<file path="config.mk">
export PLATFORM = sky130hd
export DESIGN_NAME = spike_event_logger
export DESIGN_NICKNAME = d
export VERILOG_FILES = /design/src/rtl/spike_log_pkg.sv /design/src/rtl/spike_fifo.sv /design/src/rtl/spike_event_logger.sv
export SDC_FILE = /design/constraint.sdc
export NUM_CORES = 1
export LEC_CHECK = 0
export CAP_MARGIN = 20
export CORE_MARGIN = 4
export CORE_UTILIZATION = 40
export DETAILED_ROUTE_END_ITERATION = 8
export PLACE_DENSITY = 0.71
export SLEW_MARGIN = 40
export SYNTH_ARGS = -nofsm -noshare
export SYNTH_HDL_FRONTEND = slang
export SYNTH_HIERARCHICAL = 1
export SYNTH_SLANG_ARGS = --single-unit
</file>
<file path="constraint.sdc">
create_clock -name clk -period 3.4 [get_ports clk]
set_input_delay 1.02 -clock clk [delete_from_list [all_inputs] [get_ports clk]]
set_output_delay 1.02 -clock clk [all_outputs]
set_load 0.01 [all_outputs]
</file>
<file path="src/rtl/spike_log_pkg.sv">
// Shared types and constants for the spike event logger.
package spike_log_pkg;

  localparam int TS_W_DEFAULT = 12;

  localparam logic [1:0] EV_N1   = 2'b01;
  localparam logic [1:0] EV_N2   = 2'b10;
  localparam logic [1:0] EV_BOTH = 2'b11;

  typedef struct packed {
    logic [1:0]              mask;
    logic [TS_W_DEFAULT-1:0] ts;
  } spike_ev_t;

endpackage

</file>
<file path="src/rtl/spike_fifo.sv">
// Generic synchronous FIFO; pointers carry one extra wrap bit to tell full from empty.
module spike_fifo #(
  parameter int WIDTH = 8,
  parameter int DEPTH = 8,
  localparam int AW = $clog2(DEPTH)
) (
  input  logic             clk,
  input  logic             rst,
  input  logic             push,
  input  logic [WIDTH-1:0] wr_data,
  input  logic             pop,
  output logic [WIDTH-1:0] rd_data,
  output logic             full,
  output logic             empty,
  output logic [AW:0]      count
);

  logic [WIDTH-1:0] mem [DEPTH];
  logic [AW:0]      wr_ptr_reg;
  logic [AW:0]      rd_ptr_reg;
  logic             do_push;
  logic             do_pop;

  assign empty   = (wr_ptr_reg == rd_ptr_reg);
  assign full    = (wr_ptr_reg[AW] != rd_ptr_reg[AW]) &&
                   (wr_ptr_reg[AW-1:0] == rd_ptr_reg[AW-1:0]);
  assign count   = wr_ptr_reg - rd_ptr_reg;
  assign do_pop  = pop & ~empty;
  // A pop in the same cycle frees the slot a full FIFO needs for the push.
  assign do_push = push & (~full | do_pop);

  always_ff @(posedge clk) begin
    if (do_push) mem[wr_ptr_reg[AW-1:0]] <= wr_data;
  end

  always_ff @(posedge clk) begin
    if (rst) begin
      wr_ptr_reg <= '0;
      rd_ptr_reg <= '0;
    end else begin
      if (do_push) wr_ptr_reg <= wr_ptr_reg + 1'b1;
      if (do_pop)  rd_ptr_reg <= rd_ptr_reg + 1'b1;
    end
  end

  // Unwritten memory is never exposed; an empty FIFO presents zero.
  assign rd_data = empty ? '0 : mem[rd_ptr_reg[AW-1:0]];

endmodule

</file>
<file path="src/rtl/spike_event_logger.sv">
// Timestamps rising edges of two spike lines and queues them as {mask, ts} events.
// Optional SPIKE_LOG_DROP_CNT_EN adds a saturating dropped-event counter.
module spike_event_logger
  import spike_log_pkg::*;
#(
  parameter int TS_W  = TS_W_DEFAULT,
  parameter int DEPTH = 8
) (
  input  logic                     clk,
  input  logic                     rst,
  input  logic                     ena,
  input  logic [1:0]               spike_in,
  input  logic                     ev_ready,
  input  logic                     clr_ovf,
  output logic                     ev_valid,
  output logic [TS_W+1:0]          ev_data,
  output logic [$clog2(DEPTH):0]   fifo_count,
  output logic                     overflow,
  output logic [7:0]               drop_cnt
);

  logic [TS_W-1:0] ts_reg;
  logic [1:0]      prev_reg;
  logic [1:0]      edge_vec;
  logic            ev_gen;
  logic            pop_fire;
  logic            fifo_full;
  logic            fifo_empty;
  logic            drop;
  logic            overflow_reg;

  assign edge_vec = spike_in & ~prev_reg;
  assign ev_gen   = ena & (|edge_vec) & ~rst;
  assign pop_fire = ev_valid & ev_ready;
  assign drop     = ev_gen & fifo_full & ~pop_fire;
  assign ev_valid = ~fifo_empty;
  assign overflow = overflow_reg;

  // prev tracks spike_in even while disabled so re-enabling cannot fake an edge.
  always_ff @(posedge clk) begin
    if (rst) begin
      ts_reg       <= '0;
      prev_reg     <= '0;
      overflow_reg <= 1'b0;
    end else begin
      prev_reg <= spike_in;
      if (ena) ts_reg <= ts_reg + 1'b1;
      if (drop)         overflow_reg <= 1'b1;
      else if (clr_ovf) overflow_reg <= 1'b0;
    end
  end

  spike_fifo #(
    .WIDTH (TS_W + 2),
    .DEPTH (DEPTH)
  ) u_fifo (
    .clk     (clk),
    .rst     (rst),
    .push    (ev_gen),
    .wr_data ({edge_vec, ts_reg}),
    .pop     (ev_ready),
    .rd_data (ev_data),
    .full    (fifo_full),
    .empty   (fifo_empty),
    .count   (fifo_count)
  );

`ifdef SPIKE_LOG_DROP_CNT_EN
  logic [7:0] drop_cnt_reg;

  // A drop coinciding with a clear restarts the count at one.
  always_ff @(posedge clk) begin
    if (rst) begin
      drop_cnt_reg <= '0;
    end else if (drop) begin
      if (clr_ovf)                   drop_cnt_reg <= 8'd1;
      else if (drop_cnt_reg != 8'hFF) drop_cnt_reg <= drop_cnt_reg + 8'd1;
    end else if (clr_ovf) begin
      drop_cnt_reg <= '0;
    end
  end

  assign drop_cnt = drop_cnt_reg;
`else
  assign drop_cnt = '0;
`endif

endmodule

</file>
==> results of run 1 <==
kinds of logic (layout without fill, tap and decap cells):
logic type / after synthesis / after routing / synth area share, %
compound gates: 40 / 40 / 5.51
flops: 138 / 138 / 67.9
other cells: 1 / 8 / 0.0656
buf+inv: 59 / 123 / 5.01
fa+ha+maj: 7 / 7 / 1.66
simple gates: 60 / 60 / 6.01
xor+xnor: 12 / 12 / 2.10
mux: 32 / 32 / 11.7
final cells by class:
class | instances | area share (%)
sequential | 138 | 56.2
tap | 180 | 3.26
inverter | 38 | 2.06
clock inverter | 14 | 1.90
clock buffer | 18 | 6.21
timing repair buffer | 53 | 6.86
multi-input combinational | 159 | 23.5
layout by cell type (no fill, tap or decap), types with 5 or more instances in the layout:
cell type,Yosys,routed
nor2_1,18,18
dlygate4sd2_1,0,14
mux4_2,28,28
o21ai_0,5,5
xnor2_1,6,6
a21oi_1,10,10
inv_1,38,38
o22ai_2,10,10
edfxtp_1,112,112
buf_4,11,24
clkdlybuf4s50_1,0,12
nand2_1,7,7
clkinv_2,0,5
conb_1,1,8
nor2b_1,5,5
clkbuf_16,0,17
dfxtp_1,26,24
ha_1,6,5
nor3_2,1,5
nand3_1,5,5
metrics by stage:
stage               setup slack [ps]  instances
detailed placement               281        568
finish                           140        600
floorplan                        153        356
global route                    20.1        600
CTS                              118        600
global placement                 337        568
power by group:
group / total (mW) / switching (mW) / internal, mW
registers: 1.85 / 0.0180 / 1.84
clock network: 1.72 / 0.658 / 1.07
logic: 0.424 / 0.214 / 0.210
path summary, 6_finish.rpt:
kind	endpoint	slack, ps	cells past startpoint
setup / recovery	fifo_count[3]	140	6
setup reg to reg	u_fifo/mem[1][1]	1270	7
hold reg to reg	overflow	490	1
hold / removal	overflow	490	1
metal layers:
metal,GRT usage (%),share of wire [%],vias up
met5,0,0,-
met4,8.18,3.6,0
met3,3.34,5.6,29
met2,24.4,51,99
met1,19.1,40,1580
li1,-,-,1424
worst reg2reg max path, cell delays in order (launching register included):
cell     delay, ps
dfxtp_2        370
inv_1           60
ha_1           340
nand3_2        150
buf_4          190
nor3_2         450
nor3_2         120
buf_4          210
timing repair:
action	in CTS	in global routing
gates cloned	0	0
setup endpoints to repair	14	2
resized for setup	16	1
==> metrics.txt, run 1 <==
# TYPE chip_impl_metric gauge
chip_impl_info{name="outcome",value="finished clean"} 1
chip_impl_metric{name="layout_cells_sized_above_1",unit="%"} 27.1
chip_impl_info{name="synth.area.top_cells",value="edfxtp_1 (59%), mux4_2 (11%), dfxtp_1 (9.1%)"} 1
chip_impl_metric{name="filler_cell_count",unit=""} 1137
chip_impl_metric{name="slew-limit-headroom",unit="%"} 59.6
chip_impl_metric{name="postLayoutCoreUtil",unit="%"} 49.6
chip_impl_metric{name="synth.cell_area",unit="sq mm"} 0.00572
chip_impl_metric{name="fp-row-count",unit=""} 43
chip_impl_info{name="setup.worst_path.start_class",value="flip-flop"} 1
chip_impl_metric{name="post_synth.cell_area_avg",unit="sq um"} 16.4
chip_impl_metric{name="fp.dieW",unit="um"} 128
chip_impl_metric{name="synth_cell_types",unit=""} 46
chip_impl_metric{name="final.setup_skew",unit="ps"} 8.07
chip_impl_metric{name="synth-seq-cells",unit=""} 138
chip_impl_metric{name="boundaryPins",unit=""} 35
chip_impl_metric{name="global_route_wire_length_before_repair",unit="um"} 18600
chip_impl_metric{name="height_of_the_die",unit="um"} 128
chip_impl_metric{name="clock_sinks",unit=""} 138
chip_impl_metric{name="first_iter_violations",unit=""} 291
chip_impl_metric{name="diodes_inserted",unit=""} 0
chip_impl_info{name="crit_chain",value="inv_1 > ha_1 > a21o_1 > a21oi_1 > xnor2_1 > clkdlybuf4s50_1"} 1
chip_impl_metric{name="maximum_clock_insertion_buffer_count",unit=""} 2
chip_impl_metric{name="die_area",unit="sq mm"} 0.0163
chip_impl_metric{name="clock_insertion_delay_worst_skew",unit="ps"} 410
chip_impl_metric{name="max_slew.worst_pin.slew",unit="ps"} 605
chip_impl_metric{name="final.setup.tns",unit="ps"} 0
chip_impl_metric{name="asyncSetResetFlopFracSynth",unit="%"} 0
chip_impl_metric{name="report.final.slew_viol_count",unit=""} 0
chip_impl_metric{name="max_clock_freq",unit="GHz"} 0.307
chip_impl_metric{name="port-buffer-count",unit=""} 26
chip_impl_metric{name="number_of_global_route_vias_before_repair",unit=""} 3341
chip_impl_metric{name="required_time_reported_for_the_critical_path_endpoint",unit="ps"} 2380
chip_impl_metric{name="total_nets_final",unit=""} 421
chip_impl_metric{name="dr.pass1.iters",unit=""} 4
chip_impl_metric{name="post-synth-top-area-fraction",unit="%"} 58.8
chip_impl_info{name="rr_startpoint",value="u_fifo/rd_ptr_reg[1]"} 1
chip_impl_metric{name="grt_overflow_total",unit=""} 0
chip_impl_metric{name="number_of_buffers_added_by_the_clock_tree_synthesis_step",unit=""} 17
chip_impl_metric{name="critPathMaxStageDelay",unit="ps"} 560
chip_impl_metric{name="start_util",unit="%"} 41.1
chip_impl_metric{name="grtUsageTotal",unit="%"} 15.1
chip_impl_info{name="hold_path_startpoint",value="overflow"} 1
chip_impl_metric{name="crit_path_max_fanout",unit=""} 5
chip_impl_metric{name="post_drt_wl_per_cell",unit="um"} 18.5
chip_impl_metric{name="ir_worst_vdd",unit="V"} 0.000297
chip_impl_metric{name="grt_start_max_net_pins",unit=""} 29
chip_impl_metric{name="fin_crit_sh",unit="%"} 95.9
chip_impl_metric{name="pwr_density_cell",unit="mW/mm^2"} 579
chip_impl_metric{name="placedInstanceArea",unit="sq mm"} 0.00635
chip_impl_metric{name="number_of_nets_still_failing_antenna_checks_after_routing",unit=""} 0
chip_impl_metric{name="largest_register_ffs",unit=""} 112
chip_impl_metric{name="cts_setup_buffers",unit=""} 0
chip_impl_metric{name="power",unit="mW"} 4.00
chip_impl_metric{name="synthCells",unit=""} 349
chip_impl_info{name="worst_hold_path_type",value="flip-flop to flip-flop"} 1
chip_impl_metric{name="synth.yosys.seq_area_share",unit="%"} 67.9
chip_impl_metric{name="setup_violations",unit=""} 0
chip_impl_metric{name="initial_antenna_violation_count",unit=""} 0
chip_impl_info{name="worst-setup-path-type",value="flip-flop to output pin"} 1
chip_impl_metric{name="cp_data_arrival_time",unit="ps"} 2240
chip_impl_metric{name="max_cap_viol_count",unit=""} 0
chip_impl_metric{name="area_delta_synth_final",unit="%"} 20.8
chip_impl_metric{name="fin_crit",unit="ps"} 3260
chip_impl_metric{name="multi_input_comb_area",unit="sq mm"} 0.00162
chip_impl_info{name="yosys-top-cells-count",value="edfxtp_1 (112), inv_1 (38), mux4_2 (28)"} 1
chip_impl_metric{name="routabilityCongestion",unit=""} 0.821
chip_impl_info{name="cp_top_family",value="buffers and inverters"} 1
chip_impl_metric{name="synth_edf_count",unit=""} 112
chip_impl_metric{name="clock_tree.htree_level_count",unit=""} 4
chip_impl_metric{name="detailedPlacementHpwl",unit="um"} 7070
chip_impl_metric{name="routed_vias",unit=""} 3132
chip_impl_metric{name="power.leakage",unit="nW"} 2.54
chip_impl_metric{name="design_area",unit="sq mm"} 0.00691
chip_impl_info{name="cpMaxStageDelayCell",value="clkdlybuf4s50_1"} 1
chip_impl_metric{name="cts_hold_buffers",unit=""} 0
chip_impl_info{name="ys_dominant_reg_cell",value="edfxtp_1"} 1
chip_impl_info{name="cts_root_buf",value="clkbuf_16"} 1
chip_impl_info{name="yosysMostFrequentCell",value="edfxtp_1"} 1
chip_impl_metric{name="hold_ws",unit="ps"} 490
chip_impl_info{name="setup.worst_path.end_class",value="output pin"} 1
chip_impl_metric{name="yosys_warnings",unit=""} 6
chip_impl_metric{name="wirelength",unit="um"} 11100
chip_impl_metric{name="route.detailed.drc",unit=""} 0
chip_impl_metric{name="vias_per_cell",unit=""} 5.22
chip_impl_metric{name="cts_clock_pin_slew_for_the_worst_setup_and_hold_paths",unit="ps"} 60
chip_impl_info{name="crit_path_start",value="u_fifo/rd_ptr_reg[1]"} 1
chip_impl_info{name="yosysTopAreaCell",value="edfxtp_1"} 1
chip_impl_metric{name="fp.coreArea",unit="sq mm"} 0.0139
chip_impl_info{name="cts_tree",value="built"} 1
chip_impl_metric{name="critical_path_buf_inv_count",unit=""} 2
chip_impl_metric{name="ff_latch_area",unit="sq mm"} 0.00389
chip_impl_info{name="setup_repair_after_global_routing_missed_its_margin",value="false"} 1
chip_impl_metric{name="timing_hold_violations_final",unit=""} 0
Power figures use the tool's default switching activity.
==> run 2, diff against run 1 <==
- MAX_ROUTING_LAYER: not set -> met4
- REMOVE_ABC_BUFFERS: not set -> 1
==> metrics.txt, run 2 (synthesis gave the netlist of run 1 again) <==
# TYPE chip_impl_metric gauge
chip_impl_metric{name="timing_hold_violations_final",unit=""} 0
chip_impl_metric{name="pwr_density_cell",unit="mW/mm^2"} 596
chip_impl_metric{name="grtUsageTotal",unit="%"} 15.2
chip_impl_metric{name="initial_antenna_violation_count",unit=""} 0
chip_impl_metric{name="fp-row-count",unit=""} 43
chip_impl_metric{name="clock_insertion_delay_worst_skew",unit="ps"} 420
chip_impl_metric{name="detailedPlacementHpwl",unit="um"} 6690
chip_impl_metric{name="layout_cells_sized_above_1",unit="%"} 31.4
chip_impl_metric{name="ir_worst_vdd",unit="V"} 0.000430
chip_impl_metric{name="max_cap_viol_count",unit=""} 0
chip_impl_metric{name="area_delta_synth_final",unit="%"} 21.4
chip_impl_metric{name="place_worst_setup_slack",unit="ps"} 125
chip_impl_metric{name="power.leakage",unit="nW"} 2.53
chip_impl_metric{name="critical_path_buf_inv_count",unit=""} 3
chip_impl_metric{name="clock_tree.htree_level_count",unit=""} 4
chip_impl_info{name="worst-setup-path-type",value="flip-flop to output pin"} 1
chip_impl_info{name="mostFrequentLayoutCells",value="edfxtp_1 (112), inv_1 (38), mux4_2 (28)"} 1
chip_impl_metric{name="setup_violations",unit=""} 0
chip_impl_metric{name="vias_per_cell",unit=""} 5.17
chip_impl_info{name="setup_repair_after_global_routing_missed_its_margin",value="false"} 1
chip_impl_metric{name="routed_vias",unit=""} 3108
chip_impl_info{name="holdPathEnd",value="overflow"} 1
chip_impl_metric{name="number_of_global_route_vias_before_repair",unit=""} 3297
chip_impl_metric{name="route.detailed.drc",unit=""} 0
chip_impl_metric{name="grt_overflow_total",unit=""} 0
chip_impl_metric{name="boundaryPins",unit=""} 35
chip_impl_metric{name="fp.dieW",unit="um"} 128
chip_impl_metric{name="fin_crit_sh",unit="%"} 94.0
chip_impl_metric{name="number_of_buffers_added_by_the_clock_tree_synthesis_step",unit=""} 17
chip_impl_info{name="cp_top_family",value="buffers and inverters"} 1
chip_impl_metric{name="stdcell_count",unit=""} 601
chip_impl_metric{name="number_of_nets_still_failing_antenna_checks_after_routing",unit=""} 0
chip_impl_metric{name="grt_start_max_net_pins",unit=""} 29
chip_impl_metric{name="max_clock_freq",unit="GHz"} 0.313
chip_impl_info{name="crit_chain",value="buf_4 > inv_1 > fa_1 > xnor2_1 > clkdlybuf4s50_1"} 1
chip_impl_metric{name="clock_sinks",unit=""} 138
chip_impl_info{name="cpMaxStageDelayCell",value="clkdlybuf4s50_1"} 1
chip_impl_metric{name="diodes_inserted",unit=""} 0
chip_impl_info{name="mostFrequentLayoutCell",value="edfxtp_1"} 1
chip_impl_metric{name="cp_data_arrival_time",unit="ps"} 2170
chip_impl_metric{name="port-buffer-count",unit=""} 26
chip_impl_metric{name="critPathMaxStageDelay",unit="ps"} 560
chip_impl_metric{name="cts_hold_buffers",unit=""} 0
chip_impl_metric{name="crit_path_max_fanout",unit=""} 8
chip_impl_metric{name="global_route_wire_length_before_repair",unit="um"} 18000
chip_impl_metric{name="required_time_reported_for_the_critical_path_endpoint",unit="ps"} 2380
chip_impl_metric{name="height_of_the_die",unit="um"} 128
chip_impl_info{name="rr_startpoint",value="u_fifo/wr_ptr_reg[0]"} 1
chip_impl_metric{name="die_area",unit="sq mm"} 0.0163
chip_impl_metric{name="timing.hold.worst_path_depth",unit=""} 1
chip_impl_metric{name="cell_count_post_placement",unit=""} 567
chip_impl_metric{name="placedInstanceArea",unit="sq mm"} 0.00633
chip_impl_metric{name="fp.coreArea",unit="sq mm"} 0.0139
chip_impl_info{name="setup.worst_path.start_class",value="flip-flop"} 1
chip_impl_info{name="setup.worst_path.end_class",value="output pin"} 1
chip_impl_metric{name="max_slew.worst_pin.slew",unit="ps"} 558
chip_impl_info{name="timing.rr.end",value="u_fifo/mem[2][6]"} 1
chip_impl_metric{name="routabilityCongestion",unit=""} 0.846
chip_impl_metric{name="setup_slack",unit="ps"} 206
chip_impl_metric{name="maximum_clock_insertion_buffer_count",unit=""} 2
chip_impl_info{name="cts_root_buf",value="clkbuf_16"} 1
chip_impl_metric{name="start_util",unit="%"} 41.1
chip_impl_metric{name="slack_of_the_worst_reg_to_reg_path",unit="ps"} 1280
chip_impl_info{name="outcome",value="finished clean"} 1
chip_impl_info{name="hold_path_startpoint",value="overflow"} 1
chip_impl_metric{name="wirelength",unit="um"} 11100
chip_impl_metric{name="largest_register_ffs",unit=""} 112
chip_impl_metric{name="first_iter_violations",unit=""} 246
chip_impl_metric{name="dr.pass1.iters",unit=""} 4
chip_impl_info{name="cts_tree",value="built"} 1
chip_impl_metric{name="fin_crit",unit="ps"} 3190
chip_impl_metric{name="r2r.worst_path.cells",unit=""} 7
chip_impl_info{name="worst_hold_path_type",value="flip-flop to flip-flop"} 1
chip_impl_metric{name="report.final.slew_viol_count",unit=""} 0
chip_impl_metric{name="slew-limit-headroom",unit="%"} 62.8
chip_impl_metric{name="cts_clock_pin_slew_for_the_worst_setup_and_hold_paths",unit="ps"} 60
chip_impl_metric{name="final.setup_skew",unit="ps"} 8.42
chip_impl_metric{name="design_area",unit="sq mm"} 0.00695
chip_impl_metric{name="post_drt_wl_per_cell",unit="um"} 18.5
chip_impl_metric{name="total_nets_final",unit=""} 422
==> run 2: worst max path at each step <==
stage                    startpoint               end  slack (ps)  cells after the start
3_5_place_dp   u_fifo/wr_ptr_reg[0]       ev_data[12]         120                      9
5_1_grt        u_fifo/rd_ptr_reg[1]        ev_data[1]          60                      9
4_1_cts        u_fifo/wr_ptr_reg[0]       ev_data[12]          20                      9
2_1_floorplan           spike_in[0]  u_fifo/mem[4][0]        -190                      4
6_report       u_fifo/wr_ptr_reg[1]     fifo_count[2]         210                      5
3_3_place_gp   u_fifo/rd_ptr_reg[2]        ev_data[1]         -90                      6
==> run 2: through the flow <==
step | TNS, ps | hold slack (ps) | power [mW] | util, %
2_1_floorplan | -2600 | 495 | 2.14 | -
3_3_place_gp | -986 | 455 | 2.34 | 45.4
3_5_place_dp | 0 | 467 | 2.35 | 45.5
4_1_cts | 0 | 485 | 4.17 | 50.0
5_1_grt | 0 | 514 | 4.29 | 49.9
6_report | 0 | 479 | 4.14 | 49.9
==> run 2: area by class of cell <==
type	instances	area [sq um]
inverter	38	143
timing repair buffer	54	438
clock buffer	24	536
sequential	138	3890
multi-input combinational	159	1640
tap	180	225
clock inverter	8	80.1
fill	1099	6990
==> run 2: per-layer routing <==
layer  routed length, um  global-route usage [%]  vias to the layer above  share of wire (%)
li1                    -                       -                     1429                  -
met5                   0                       -                        -                  0
met3                 710                    4.18                       19                6.4
met2                5350                    22.5                       96                 48
met4                 210                    6.80                        0                1.9
met1                4860                    19.8                     1564                 44
==> run 2: what timing repair did <==
item	4_1_cts	5_1_grt
gates resized for setup	16	33
gates cloned	0	0
pin swaps	1	0
setup buffers	2	0
setup endpoints to repair	14	14
==> run 2: power by group <==
part / switching (mW) / internal, mW
Clock: 0.675 / 1.18
Sequential: 0.0186 / 1.84
Combinational: 0.224 / 0.211
